$ cat src/rtl/drowsiness_pkg.sv
// ----------------------------------------------------------------------------
// drowsiness_pkg
// Shared constants and types for the drowsiness-detection front end.
//   N_FEAT_DEF  : feature entries per window
//   W_DEF       : bit width of raw samples and averaged entries
//   N_AVG_DEF   : raw samples averaged into one entry (power of two)
//   fwb_state_e : feature_window_buffer FSM state encoding (drives the LEDs)
// ----------------------------------------------------------------------------
package drowsiness_pkg;

    localparam int N_FEAT_DEF = 30;
    localparam int W_DEF      = 10;
    localparam int N_AVG_DEF  = 4;

    typedef enum logic [1:0] {
        ST_IDLE   = 2'd0,
        ST_FILL   = 2'd1,
        ST_LAUNCH = 2'd2,
        ST_BUSY   = 2'd3
    } fwb_state_e;

    // Shift amount that turns an N_AVG-sample sum into an average.
    function automatic int avg_shift(input int n_avg);
        return $clog2(n_avg);
    endfunction

endpackage

$ cat src/rtl/sample_averager.sv
// ----------------------------------------------------------------------------
// sample_averager
// Sums N_AVG qualified samples and emits their truncated mean.
//   clk, rst       : clock, asynchronous active-high reset
//   clear          : drop any partial sum (wins over sample_valid)
//   sample_valid   : sample_in is to be accumulated this cycle
//   sample_in      : raw unsigned sample
//   entry_value    : (acc + sample_in) >> log2(N_AVG), valid with entry_strobe
//   entry_strobe   : this cycle's sample completes a group of N_AVG
// ----------------------------------------------------------------------------
module sample_averager
    import drowsiness_pkg::*;
#(
    parameter int W     = W_DEF,
    parameter int N_AVG = N_AVG_DEF
) (
    input  logic         clk,
    input  logic         rst,
    input  logic         clear,
    input  logic         sample_valid,
    input  logic [W-1:0] sample_in,
    output logic [W-1:0] entry_value,
    output logic         entry_strobe
);

    localparam int SH = avg_shift(N_AVG);
    localparam int AW = W + SH;
    localparam int CW = (SH > 0) ? SH : 1;

    logic [AW-1:0] acc_q, acc_d, sum;
    logic [CW-1:0] sub_q, sub_d;
    logic          last;

    always_comb begin
        // AW bits hold N_AVG full-scale samples, so the sum cannot wrap.
        sum          = acc_q + AW'(sample_in);
        last         = (sub_q == CW'(N_AVG - 1));
        entry_value  = sum[AW-1:SH];
        entry_strobe = sample_valid && !clear && last;
        acc_d        = acc_q;
        sub_d        = sub_q;
        if (clear) begin
            acc_d = '0;
            sub_d = '0;
        end else if (sample_valid) begin
            if (last) begin
                acc_d = '0;
                sub_d = '0;
            end else begin
                acc_d = sum;
                sub_d = sub_q + CW'(1);
            end
        end
    end

    always_ff @(posedge clk or posedge rst) begin
        if (rst) begin
            acc_q <= '0;
            sub_q <= '0;
        end else begin
            acc_q <= acc_d;
            sub_q <= sub_d;
        end
    end

endmodule

$ cat src/rtl/feature_window_buffer.sv
// ----------------------------------------------------------------------------
// feature_window_buffer
// Double-buffered feature window for the drowsiness detector. Raw samples are
// averaged in groups of N_AVG into a fill buffer; once N_FEAT entries are in,
// the fill buffer is copied to the shadow window and start_ann pulses. While
// the detector works (BUSY) the next window fills behind the stable shadow.
//   Clock, Rst    : clock, asynchronous active-high reset
//   en            : capture enable; low returns to IDLE discarding partial fill
//   sample_in     : raw unsigned sample, qualified by sample_valid
//   ann_done      : detector has consumed the current window (level, BUSY only)
//   window        : launched window, N_FEAT entries of W bits
//   window_valid  : window holds a complete launched set
//   start_ann     : one-cycle launch pulse (high during LAUNCH)
//   fill_count    : entries written into the fill buffer
//   state         : FSM state (IDLE=0 FILL=1 LAUNCH=2 BUSY=3)
//   overrun       : sticky, a sample arrived while the fill buffer was full
// ----------------------------------------------------------------------------
module feature_window_buffer
    import drowsiness_pkg::*;
#(
    parameter int N_FEAT = N_FEAT_DEF,
    parameter int W      = W_DEF,
    parameter int N_AVG  = N_AVG_DEF
) (
    input  logic         Clock,
    input  logic         Rst,
    input  logic         en,
    input  logic [W-1:0] sample_in,
    input  logic         sample_valid,
    input  logic         ann_done,
    output logic [W-1:0] window [0:N_FEAT-1],
    output logic         window_valid,
    output logic         start_ann,
    output logic [4:0]   fill_count,
    output logic [1:0]   state,
    output logic         overrun
);

    localparam logic [4:0] FULL_CNT = 5'(N_FEAT);

    fwb_state_e   state_q, state_d;
    logic [4:0]   fill_count_q, fill_count_d;
    logic [W-1:0] fill_q   [0:N_FEAT-1];
    logic [W-1:0] window_q [0:N_FEAT-1];
    logic         window_valid_q;
    logic         overrun_q, overrun_d;

    logic         fill_full;
    logic         full_next;
    logic         capturing;
    logic         clear_fill;
    logic         launching;
    logic         entry_strobe;
    logic [W-1:0] entry_value;

    always_comb begin
        fill_full  = (fill_count_q == FULL_CNT);
        capturing  = en && sample_valid && !fill_full &&
                     (state_q == ST_FILL || state_q == ST_BUSY);
        // Leaving for IDLE or launching both restart the fill from entry 0.
        clear_fill = (state_q != ST_IDLE && !en) || (state_q == ST_LAUNCH);
        launching  = (state_q == ST_LAUNCH) && en;
        // A last entry landing together with ann_done still counts as full.
        full_next  = fill_full || (entry_strobe && fill_count_q == FULL_CNT - 5'd1);
    end

    sample_averager #(
        .W     (W),
        .N_AVG (N_AVG)
    ) u_avg (
        .clk          (Clock),
        .rst          (Rst),
        .clear        (clear_fill),
        .sample_valid (capturing),
        .sample_in    (sample_in),
        .entry_value  (entry_value),
        .entry_strobe (entry_strobe)
    );

    always_comb begin
        state_d = state_q;
        case (state_q)
            ST_IDLE:   if (en) state_d = ST_FILL;
            ST_FILL: begin
                if (!en)            state_d = ST_IDLE;
                else if (fill_full) state_d = ST_LAUNCH;
            end
            ST_LAUNCH: state_d = en ? ST_BUSY : ST_IDLE;
            ST_BUSY: begin
                if (!en)           state_d = ST_IDLE;
                else if (ann_done) state_d = full_next ? ST_LAUNCH : ST_FILL;
            end
            default:   state_d = ST_IDLE;
        endcase
    end

    always_comb begin
        fill_count_d = fill_count_q;
        if (clear_fill)        fill_count_d = '0;
        else if (entry_strobe) fill_count_d = fill_count_q + 5'd1;
        overrun_d = overrun_q | (en && sample_valid && fill_full && state_q != ST_IDLE);
    end

    always_ff @(posedge Clock or posedge Rst) begin
        if (Rst) begin
            state_q        <= ST_IDLE;
            fill_count_q   <= '0;
            window_valid_q <= 1'b0;
            overrun_q      <= 1'b0;
        end else begin
            state_q      <= state_d;
            fill_count_q <= fill_count_d;
            overrun_q    <= overrun_d;
            if (launching) window_valid_q <= 1'b1;
        end
    end

    // Fill storage needs no reset: fill_count governs what is meaningful.
    always_ff @(posedge Clock) begin
        if (entry_strobe) fill_q[fill_count_q] <= entry_value;
    end

    always_ff @(posedge Clock or posedge Rst) begin
        if (Rst) begin
            for (int i = 0; i < N_FEAT; i++) window_q[i] <= '0;
        end else if (launching) begin
            for (int i = 0; i < N_FEAT; i++) window_q[i] <= fill_q[i];
        end
    end

    assign window       = window_q;
    assign window_valid = window_valid_q;
    assign start_ann    = launching;
    assign fill_count   = fill_count_q;
    assign state        = state_q;
    assign overrun      = overrun_q;

endmodule

$ cat config.mk
export PLATFORM = sky130hd
export DESIGN_NAME = feature_window_buffer
export DESIGN_NICKNAME = d
export VERILOG_FILES = /design/src/rtl/drowsiness_pkg.sv /design/src/rtl/sample_averager.sv /design/src/rtl/feature_window_buffer.sv
export SDC_FILE = /design/constraint.sdc
export NUM_CORES = 1
export LEC_CHECK = 0
export ABC_AREA = 1
export CAP_MARGIN = 20
export CORE_ASPECT_RATIO = 0.8
export CORE_UTILIZATION = 35
export DETAILED_ROUTE_END_ITERATION = 8
export RECOVER_POWER = 25
export SYNTH_ARGS = -nofsm -noshare
export SYNTH_HDL_FRONTEND = slang
export SYNTH_SLANG_ARGS = --single-unit
$ cat constraint.sdc
create_clock -name Clock -period 15.4 [get_ports Clock]
set_clock_uncertainty 0.1 [all_clocks]
set_input_delay 3.85 -clock Clock [delete_from_list [all_inputs] [get_ports Clock]]
set_output_delay 3.85 -clock Clock [all_outputs]
set_load 0.05 [all_outputs]
# Word level (Yosys, flattened, before mapping)
# Memory sizes are Yosys's and may differ from the RTL's. A register that Yosys moved wholly into a read port is not among the register bits.
# Index checks and enable logic that the tools add are counted.
# word_totals
n_memories,1
ram_bits,300
input_bits,15
rom_bits,0
regBits,23
latchBits,0
# classes
n_mux,18
n_div,0
eq_ne,9
shift,0
mul,0
n_reduce_logical,21
add_sub_neg,3
n_bitwise,1
magnitude_cmp,0
# mem_list
memory,depth,word_bits,read_ports,rd_ports_with_merged_regs,write_ports,line_no,text
fill_q,30,10,30,30,1,feature_window_buffer.sv:43,logic [W-1:0] fill_q [0:N_FEAT-1];
# ops
operator,count
2-to-1 mux 12 bit,3
2-to-1 mux 2 bit,10
adder 12 x 10 -> 12 bit,1
"== test 5 bit, second input constant",2
logical AND 1 bit,10
2-to-1 mux 5 bit,2
case mux 2 bit (4 select lines),1
"== test 2 bit, second input constant",3
"inequality test 3 bit, second input constant",2
nonzero test 2 bit,3
"adder 5 x 1 -> 5 bit, second input constant",1
logical NOT 1 bit,3
logical OR 1 bit,3
AND reduction 3 bit,1
"adder 2 x 1 -> 2 bit, second input constant",1
"== test 2 x 1 -> 1 bit, second input constant",1
logical NOT 2 bit,1
2-to-1 mux 1 bit,2
"inequality test 2 bit, second input constant",1
bitwise OR 1 bit,1

# Logic depth before layout (Yosys ltp)
# depth
depth_word,12
ltp_mapped,10
mapped_depth_nobuf,10

# Cells and area by module
# From an unflattened synthesis, not the netlist that was laid out.
# hier_totals
cells_unflattened,1856
area_unflattened_um2,22206.3
# by_module_without_submodules
module,seq_area_each_um2,instances,cells_per_inst,area_per_inst_um2
feature_window_buffer,16741.1,1,1678,20990.1
sample_averager,350.3,1,178,1216.2

# Worst setup path after synthesis
# Ideal clock, no wire load.
# synth_timing
path_type,input port to output port
startpoint,input en
endpoint,output start_ann
n_path_buf,1
setup_slack_ps,6654
path_stages,3
t_arrival_ps,4796
path_cell_list,inv_2 > nor3_2 > clkbuf_1
# synth_between
elab_chain_len,1
# synth_lines
item,line_no,text
"start, declared",feature_window_buffer.sv:27,"input logic en,"
logical AND 1 bit,feature_window_buffer.sv:62,launching = (state_q == ST_LAUNCH) && en;
"end, declared",feature_window_buffer.sv:33,"output logic start_ann,"
# No other way between the ends.

==> metrics.md <==
| Metric | Value |
|---|---|
| Status | finished with violations |
| Failing checks | capacitance limit, slew limit |
| Combinational share of power | 41.1% |
| Global placer's final weighted congestion | 0.7985 |
| Die Span Y | 226.9 um |
| R2r startpoint | state[0] |
| Synth Instances | 1860 |
| Number of global-route vias before repair | 14170 |
| Global-route wire length before repair | 87950 um |
| P_sw | 3.081 mW |
| P&R area growth vs syn | 28.98% |
| Worst setup endpoint | window[23] |
| Post-DP HPWL | 34830 um |
| Cell Pwr Density | 250.7 nW/um2 |
| Residual DRC | 0 |
| Register clock-pin slew on the reported worst setup and hold paths | 0.06 ns |
| Layout cell share with drive strength beyond 1 | 5.888% |
| Sequential power share | 36.3% |
| Count of pins over their slew limit | 286 |
| Final hold vios | 0 |
| Slew @ Worst Pin | 4.968 ns |
| Max Cap Viol | 5 |
| Routed len/inst | 18.93 um |
| Post-route ant nets | 0 |
| CTS tree | done |
| DRT Pass-1 Iters | 5 |
| Clock sink count | 623 |
| Final Net Count | 2238 |
| Ranking of synthesized cells by area | edfxtp_1 41%, dfrtp_1 37%, nand2_1 17% |
| R2r setup slk | 11.61 ns |
| CTS Hold Bufs | 0 |
| CTS buffer count | 66 |
| Die Span X | 283.1 um |
| Post-synth top area cell | edfxtp_1 |
| Sw Ratio | 43.08% |
| Row Count | 82 |
| Highest Clock Rate | 0.09270 GHz |
| Max-slew headroom | -231.2% |
| Post-synth top area share | 40.73% |
| Filler cells | 5688 |
| CP required | 15.19 ns |
| Max FO, Critical Path | 107 |
| Violation count after the first detailed-route iteration | 1191 |
| Type of the worst setup path | input pin to async pin |
| WL final | 58670 um |
| P_int | 4.070 mW |
| Startpoint Class | input pin |
| RSZ-0062 raised after global routing | no |
| Dpl cells | 2970 |
| Max VDD drop | 187.8 uV |
| Crit path launch | Rst |
| DR vias | 14180 |
| Worst hold path type | flip-flop to flip-flop |
| Remaining global-route overflow | 0 |
| Min Tclk post-route | 10.79 ns |
| Port Buf Inserts | 324 |
| Starting Density | 35.34% |
| Final std cells w/o fill | 3099 |
| Die ar. | 64220 um2 |
| Static Leak | 12.50 nW |
| Syn Nets | 1891 |
| Ant diodes | 0 |
| Netlist cell types | 33 |
| Final core utilization | 45.59% |
| Resized cells post-CTS | 0 |
| Total number of yosys warnings | 0 |
| H-tree levels | 3 |
| Largest net degree at the start of global routing | 205 |
| Clk_lat worst skew | 0.60 ns |
| Share of the yosys chip area belonging to registers | 77.27% |
| R2R cell count | 5 |
| Total GRT Usage | 18.33% |
| Reg area | 17090 um2 |
| Post-CTS Setup Bufs | 0 |
| Synthesized cell area | 22120 um2 |
| Root buffer cell | clkbuf_16 |
| Vias per cell | 4.575 |
| R2R Path End | window[52] |
| Core area | 62590 um2 |
| Critical Path End Type | async pin |
| Multi-input gate area | 4554 um2 |
| Setup TNS | 0 ns |
| Initial antenna violation count | 4 |
| Syn_area_per_cell | 11.89 um2 |
| Worst EP arrival | 10.57 ns |
| Seq cells post-synth | 623 |
| I/O Pins | 325 |
| Clock Path Buffers | 3 |
| Final setup fails | 0 |
| Clock share of power | 22.6% |
| Final Cycle Share | 70.05% |
==> worst min path at each step <==
stage	depth (start not counted)	from	to
5_1_grt	2	fill_q[4][0]	window[250]
4_1_cts	2	fill_q[1][9]	window[289]
3_3_place_gp	2	fill_q[14][8]	window[158]
2_1_floorplan	2	fill_q[29][0]	window[0]
3_5_place_dp	2	fill_q[28][8]	window[18]
6_report	2	fill_q[1][9]	window[289]
==> worst max-delay path, stage by stage <==
cell	delay [ns]
dlygate4sd3_1	0.55
clkinvlp_2	2.72
clkbuf_1	0.68
clkbuf_1	2.53
==> kinds of logic after synthesis <==
| family | count (synthesis) | share of synthesized area, % |
|---|---|---|
| simple gates | 1081 | 18.84 |
| flops | 623 | 77.27 |
| buf+inv | 114 | 2.229 |
| compound gates | 22 | 0.5713 |
| fa+ha+maj | 16 | 0.9390 |
| xor+xnor | 4 | 0.1584 |
==> cells in the mapped netlist (all sizes together) <==
library cell and instances:
a21boi 1, a21oi 4, a22o 2, and2 5
buf 52, clkbuf 18, clkinv 1, dfrtp 323
edfxtp 300, fa 1, ha 15, inv 43
nand2 989, nand3 22, nand3b 2, nand4 6
nor2 48, nor3 5, nor4 2, o21ai 12
o21bai 1, o22ai 1, o31ai 1, or2 2
xnor2 2, xor2 2
==> stage by stage <==
stage | setup WS [ns] | instance area [um2] | power, mW | hold slack, ns
finish | 4.612 | 28530 | 7.152 | 0.3292
global route | 3.153 | 28530 | 7.476 | 0.3412
CTS | 5.383 | 28500 | 7.233 | 0.3371
detailed placement | 5.383 | 26310 | 5.591 | 0.3321
global placement | 5.400 | 26280 | 5.548 | 0.3287
floorplan | 2.509 | 22120 | 4.349 | 0.3256
==> area by class of cell <==
class | instances | share of cell area, %
clock buffer | 88 | 6.363
clock inverter | 32 | 1.342
inverter | 44 | 0.6096
multi-input combinational | 1123 | 15.96
sequential | 623 | 59.91
tap | 840 | 3.684
timing repair buffer | 349 | 12.13
==> metal layers <==
metal	up-vias	track usage, %	part of all wire, %
met5	-	0	0
met4	0	5.336	2.3
met3	90	3.944	6.4
met2	414	28.12	45
met1	7010	26.18	46
li1	6664	-	-
==> flip-flops by register name, indices dropped and copies added, names as in the netlist <==
| signal | count |
|---|---|
| u_avg.acc_q | 12 |
| window | 300 |
| fill_q | 300 |
| fill_count | 5 |
| overrun | 1 |
| window_valid | 1 |
| state | 2 |
| u_avg.sub_q | 2 |
==> power groups by stage <==
stage	Combinational [mW]	Sequential [mW]	Clock, mW
after floorplan	0.580	3.77	0
after global placement	2.93	2.62	0
after detailed placement	2.97	2.62	0
after CTS	2.97	2.60	1.66
after global routing	3.12	2.64	1.72
final	2.94	2.60	1.61
==> cells in the final DEF (no fill, tap or decap), types with 5 or more instances in the layout <==
cell type	n
clkbuf_8	6
edfxtp_1	300
clkdlybuf4s50_1	316
o21ai_0	12
nand3_1	22
clkbuf_1	24
inv_1	39
clkinv_1	6
clkbuf_16	67
dlygate4sd3_1	8
nand4_1	5
bufinv_16	7
dfrtp_1	323
clkinv_2	12
ha_1	15
nand2_1	989
buf_4	10
nor2_1	45
(Power assumes the default switching activity.)
